[config.mk]
export PLATFORM = sky130hd
export DESIGN_NAME = snake_pad_reader
export DESIGN_NICKNAME = d
export VERILOG_FILES = /design/src/rtl/snake_pad_reader.sv
export SDC_FILE = /design/constraint.sdc
export NUM_CORES = 1
export LEC_CHECK = 0
export CORE_ASPECT_RATIO = 1.5
export CORE_UTILIZATION = 30
export CTS_CLUSTER_SIZE = 24
export DETAILED_ROUTE_END_ITERATION = 6
export GPL_TIMING_DRIVEN = 0
export MAX_ROUTING_LAYER = met4
export RECOVER_POWER = 50
export SKIP_CTS_REPAIR_TIMING = 1
export SYNTH_ARGS = -nofsm -noshare
export SYNTH_HDL_FRONTEND = slang
export SYNTH_SLANG_ARGS = --single-unit
[constraint.sdc]
create_clock -name clk -period 2.1 [get_ports clk]
set_clock_uncertainty 0.05 [all_clocks]
set_input_delay 0.315 -clock clk [delete_from_list [all_inputs] [get_ports clk]]
set_output_delay 0.315 -clock clk [all_outputs]
set_load 0.1 [all_outputs]
[src/rtl/snake_pad_reader.sv]
// snake_pad_reader: polls an NES (default) or SNES pad (define SNAKE_PAD_SNES_EN) and decodes snake direction.
// One read = latch pulse, then N shift clocks; buttons/dir update with a one-cycle valid.
module snake_pad_reader #(
    parameter int TICK_DIV = 300
) (
    input  logic        clk,
    input  logic        rst_n,
    input  logic        poll,
    input  logic        pad_data,
    output logic        pad_latch,
    output logic        pad_clk,
    output logic [11:0] buttons,
    output logic        valid,
    output logic        busy,
    output logic [1:0]  dir
);
    localparam int HALF = TICK_DIV / 2;
    localparam int CW = $clog2(TICK_DIV + 1);
`ifdef SNAKE_PAD_SNES_EN
    localparam int N = 12;
`else
    localparam int N = 8;
`endif
    localparam int IW = $clog2(N);
    localparam logic [2:0] IDLE = 3'd0, LATCH = 3'd1, HIGH = 3'd2, LOW = 3'd3, DONE = 3'd4;

    logic [2:0]    r_state, w_next;
    logic [CW-1:0] r_cnt, w_load;
    logic [IW-1:0] r_idx;
    logic [N-1:0]  r_shadow;
    logic [11:0]   r_buttons;
    logic [1:0]    r_dir, w_dir;
    logic          r_pad_latch, r_pad_clk, r_valid, r_busy, w_tick;

    assign pad_latch = r_pad_latch;
    assign pad_clk   = r_pad_clk;
    assign buttons   = r_buttons;
    assign valid     = r_valid;
    assign busy      = r_busy;
    assign dir       = r_dir;

    always_comb begin
        w_tick = r_cnt == '0;
        w_next = r_state == IDLE  ? (poll ? LATCH : IDLE) :
                 r_state == LATCH ? (w_tick ? HIGH : LATCH) :
                 r_state == HIGH  ? (w_tick ? (r_idx == IW'(N - 1) ? DONE : LOW) : HIGH) :
                 r_state == LOW   ? (w_tick ? HIGH : LOW) : IDLE;
        w_load = w_next == LATCH ? CW'(TICK_DIV - 1) :
                 (w_next == HIGH || w_next == LOW) ? CW'(HALF - 1) : '0;
        // Priority up > down > left > right on the standard d-pad bit positions
        w_dir  = r_shadow[4] ? 2'b00 : r_shadow[5] ? 2'b01 : r_shadow[6] ? 2'b10 : 2'b11;
    end

    always_ff @(posedge clk or negedge rst_n) begin
        if (!rst_n) begin
            r_state     <= IDLE;
            r_cnt       <= '0;
            r_idx       <= '0;
            r_shadow    <= '0;
            r_buttons   <= '0;
            r_dir       <= 2'b11;
            r_pad_latch <= 1'b0;
            r_pad_clk   <= 1'b1;
            r_valid     <= 1'b0;
            r_busy      <= 1'b0;
        end else begin
            r_state     <= w_next;
            r_cnt       <= w_next != r_state ? w_load : (w_tick ? r_cnt : r_cnt - 1'b1);
            r_pad_latch <= w_next == LATCH;
            r_pad_clk   <= w_next != LOW;
            r_valid     <= r_state == DONE;
            r_busy      <= (r_state == IDLE && poll) || (r_busy && !r_valid);
            if (r_state == LATCH)
                r_idx <= '0;
            else if (r_state == LOW && w_tick)
                r_idx <= r_idx + 1'b1;
            if (r_state == HIGH && w_tick)
                r_shadow[r_idx] <= ~pad_data;
            if (r_state == DONE) begin
                r_buttons <= 12'(r_shadow);
                if (|r_shadow[7:4])
                    r_dir <= w_dir;
            end
        end
    end
endmodule

## Word level (Yosys, flattened, before mapping)

Cells that the tools add are included.

- Output and inout bits: 18
- Logic and storage cells: 60
- Flip-flop bits (word level): 37
- Input port bits: 4

- $lt $le $gt $ge: 2
- Reductions and logical operators: 13
- Add/subtract/negate cells: 2
- Eq/ne operators: 11
- Bitwise gates (word level): 1
- Muxes and demuxes: 21

Operator list:

| cell | number |
|---|---|
| $mux W9 | 3 |
| $mux W3 | 7 |
| $eq A3 B2 Y1 const B | 4 |
| $logic_not A9 Y1 | 1 |
| $sub A9 B1 Y9 const B | 1 |
| $bwmux W8 | 1 |
| $mux W2 | 4 |
| $mux W8 | 1 |
| $eq A3 B1 Y1 const B | 2 |
| $eq A3 B3 Y1 const B | 2 |
| $logic_and A1 B1 Y1 | 5 |
| $lt A3 B4 Y1 const B | 1 |
| $mux W1 | 4 |
| $reduce_or A4 Y1 | 1 |
| $add A3 B1 Y3 const B | 1 |
| $demux W1 S3 | 1 |
| $ge A3 B1 Y1 const B | 1 |
| $logic_not A3 Y1 | 1 |
| $ne A3 B2 Y1 const B | 1 |
| $ne A3 B3 Y1 | 1 |
| $logic_or A1 B1 Y1 | 2 |
| $ne A2 B1 Y1 const B | 1 |
| $reduce_and A2 Y1 | 1 |
| $reduce_bool A2 Y1 | 1 |
| other kinds (2) | 2 |

## Longest topological paths before layout

- Depth after elaboration: 11
- Mapped depth: 7
- Depth with buffers taken out: 6

## Worst setup path before layout

OpenSTA, ideal clock, no wires.

- Path kind: reg-to-reg
- Start point: register r_cnt[0]
- End point: register r_shadow[0]
- Path buffers: 1
- Data required time: 1.971 ns
- Slack: 0.331 ns
- Period minus slack after synthesis: 1.769 ns
- Stages on the path, launching flop included: 8
- Setup time: 0.079 ns
- Arrival: 1.640 ns
- Cell sequence: dfrtp_1 inv_1 ha_1 nor4b_2 nand2_2 buf_2 nor4_1 mux2i_1

- Cells in the longest elaborated chain, start to end: 2

Ends and longest elaborated chain:

| item | RTL line | source |
|---|---|---|
| start, declared | 28 | `logic [CW-1:0] r_cnt, w_load;` |
| start signal, assigned | 68 | `r_cnt <= w_next != r_state ? w_load : (w_tick ? r_cnt : r_cnt - 1'b1);` |
| $logic_not A9 Y1 | 43 | `w_tick = r_cnt == '0;` |
| $logic_and A1 B1 Y1 | 77 | `if (r_state == HIGH && w_tick)` |
| end signal, assigned by index | 78 | `r_shadow[r_idx] <= ~pad_data;` |
| end, declared | 30 | `logic [N-1:0] r_shadow;` |

Every way passes these cells.
A chain may end at the register's enable or synchronous reset.

## Worst setup path after layout

Same ends and word-level chain as after synthesis.

==> flow_summary.ini <==
[yosys]
netlist_area_mm2 = 0.00182
ys_types = 46
ys.flop_type = dfrtp_1
synthArstFlopShare = 1.00
netlist_instances = 172
ys_seq_area_frac = 0.510
synth_edf_count = 0
syn_area_per_cell_um2 = 10.6
ys_ff_latch = 37
synth_warnings = 0

[global_route]
grt_max_degree = 38
grt_pass1_vias = 1307
grt_usage = 0.131
antenna_found_initial = 0
grt_overflow = 0
grt_pass1_wl_mm = 6.24

[final_layout]
final-seq-area_um2 = 930
drive_gt1_frac = 0.181
nNetsFinal = 207
syn_to_final_growth_pct = 22.0
multi_input_area_um2 = 817
num_antenna_cells = 0
instances_no_fill = 271
n_fill_cell = 563

[placement]
place_hpwl_mm = 2.63
place.gp.congestion = 0.885
pre_cts_slack_ns = 0.0426
io_buffers = 16
dp_cells = 263

[floorplan]
start_util = 0.313
dieWidth_um = 65.6
io-pin-count = 22
die_area_mm2 = 0.00639
coreArea_mm2 = 0.00583
rows = 34
die_h_um = 97.4

[power_and_ir_drop]
p_sw_frac = 0.303
p_per_area_mw_per_mm2 = 776
clkPwrFrac = 0.288
comb_power_share = 0.183
switchingPower_mw = 0.523
p_leak_nw = 1.11
p_int_mw = 1.20
pwr-share-seq = 0.529
vdd_ir_drop_max_mv = 0.402

[timing]
layout_min_cycle_time_ns = 1.97
finalWorstSetupSlack_ns = 0.132
max_slew_margin = 0.227
hold_viol = 0
tightestPinTransition_ns = 1.17
setup_viol = 0
holdWs_ns = 0.102
fmax_mhz = 508
tns_ns = 0
post-route-period-util = 0.937
rsz0062_at_grt = false
slew_violations = 0

[worst_setup_path]
cp.required_ns = 2.26
setup.worst_path.class = reg -> reg
crit_fanout = 10
crit_arrival_ns = 2.13
startpoint_type = register
crit_path_end_kind = register

[routing]
ant_nets = 0
vias_per_cell = 5.05
drt_first_pass_iters = 4
post_drt_wl_per_cell_um = 13.9
drtIter0Drc = 23
route.detailed.drc = 0
routed_wirelength_mm = 3.75
routed-via-count = 1368

[run_status]
status = finished, final reports clean

[clock_tree]
cts_root_buf = clkbuf_8
insertion_delay_ns = 0.29
cts.clk_slew.worst_paths_ns = 0.07
cts_buffer_depth = 2
cts_max_level = 2
cts.sinks = 37
numCtsBuffers = 5
cts_tree = yes

[flow_run]
drv_cap = 0

[min_path]
min_path_type = in -> async
-- worst paths after layout --
kind                          start     endpoint  slack (ns)  cells after the start
min in group clk           pad_data  r_shadow[4]        0.36                      2
max reg2reg                r_cnt[0]  r_shadow[0]        0.13                      7
min reg2reg                   valid         busy        0.41                      1
max in group asynchronous     rst_n         busy        1.33                      1
max                        r_cnt[0]  r_shadow[0]        0.13                      7
min                           rst_n   buttons[0]        0.10                      1
-- power by group through the flow --
stage | Clock, mW | Combinational, mW | Sequential [mW]
after global routing | 0.540 | 0.349 | 0.924
after floorplan | 0 | 0.251 | 0.894
after CTS | 0.517 | 0.315 | 0.899
after global placement | 0 | 0.306 | 0.906
final | 0.497 | 0.316 | 0.913
after detailed placement | 0 | 0.312 | 0.913
-- area by class of cell --
cell class / instances / share of cell area
repair buffers: 17 / 0.0810
clock buffers: 7 / 0.0388
well taps: 72 / 0.0405
plain buffers: 15 / 0.0338
multi-input cells: 111 / 0.367
inverters: 12 / 0.0203
flip-flops and latches: 37 / 0.418
-- flip-flops by register name, summed over array words and instances (netlist names) --
register   count
busy           1
r_shadow       8
r_cnt          9
r_idx          3
pad_latch      1
pad_clk        1
buttons        8
valid          1
r_state        3
dir            2
-- through the flow --
stage          power (mW)  utilization  cell area [um^2]
2_1_floorplan        1.14            -              1830
6_report             1.73        0.381              2220
3_5_place_dp         1.22        0.357              2080
3_3_place_gp         1.21        0.357              2080
4_1_cts              1.73        0.371              2160
5_1_grt              1.81        0.381              2220
-- logic make-up (layout without fill, tap and decap cells) --
group                    Yosys count  in the layout  synth area share
AND/OR/NAND/NOR                   48             48             0.154
adder cells (fa/ha/maj)            4              4            0.0275
multiplexers                      14             14            0.0817
XOR/XNOR                           3              3            0.0144
buffers and inverters             27             51            0.0652
AO/OA/AOI/OAI                     38             38             0.145
flip-flops                        37             37             0.510
other                              1              4           0.00206
-- per-layer routing --
metal  vias up  track usage  share of wire
met5         -            -              0
met3         5       0.0246          0.027
met1       681        0.140           0.40
li1        660            -              -
met4         0       0.0602          0.016
met2        22        0.225           0.56
-- critical path, stage by stage, from the launching register on --
cell     delay, ns
dfrtp_1       0.44
inv_1         0.10
ha_1          0.18
nor4b_4       0.23
nand2_2       0.16
buf_2         0.24
nor4_2        0.27
mux2i_1       0.21
-- Yosys cell counts, drive strengths merged, types with 2 or more instances --
cell type / number / area share
ha: 4 / 0.027
a311oi: 2 / 0.0096
buf: 7 / 0.024
inv: 12 / 0.025
o41ai: 2 / 0.0096
mux2i: 7 / 0.038
nor2: 6 / 0.012
a21oi: 9 / 0.025
nor3b: 2 / 0.0082
nor3: 4 / 0.011
nand3: 5 / 0.014
dfstp: 3 / 0.043
clkbuf: 8 / 0.016
nor4b: 3 / 0.018
a21o: 3 / 0.013
and2: 2 / 0.0069
or3: 2 / 0.0069
nor4: 5 / 0.021
nand2b: 4 / 0.014
o31ai: 3 / 0.012
dfrtp: 34 / 0.47
a31oi: 3 / 0.010
nand2: 11 / 0.024
or4: 3 / 0.014
o22ai: 2 / 0.0069
a211o: 2 / 0.0096
mux2: 7 / 0.043
a32o: 2 / 0.011
o21ai: 6 / 0.019
xor2: 2 / 0.0096
-- cell usage in the layout, fill, tap and decap left out, types with 6 or more instances in the layout --
| cell type | count |
|---|---|
| mux2i_1 | 7 |
| nand2_1 | 10 |
| nor2_1 | 6 |
| dfrtp_1 | 34 |
| clkbuf_1 | 10 |
| dlymetal6s2s_1 | 12 |
| a21oi_1 | 9 |
| inv_1 | 12 |
| mux2_2 | 7 |
| clkbuf_8 | 6 |
(Power assumes the default switching activity.)
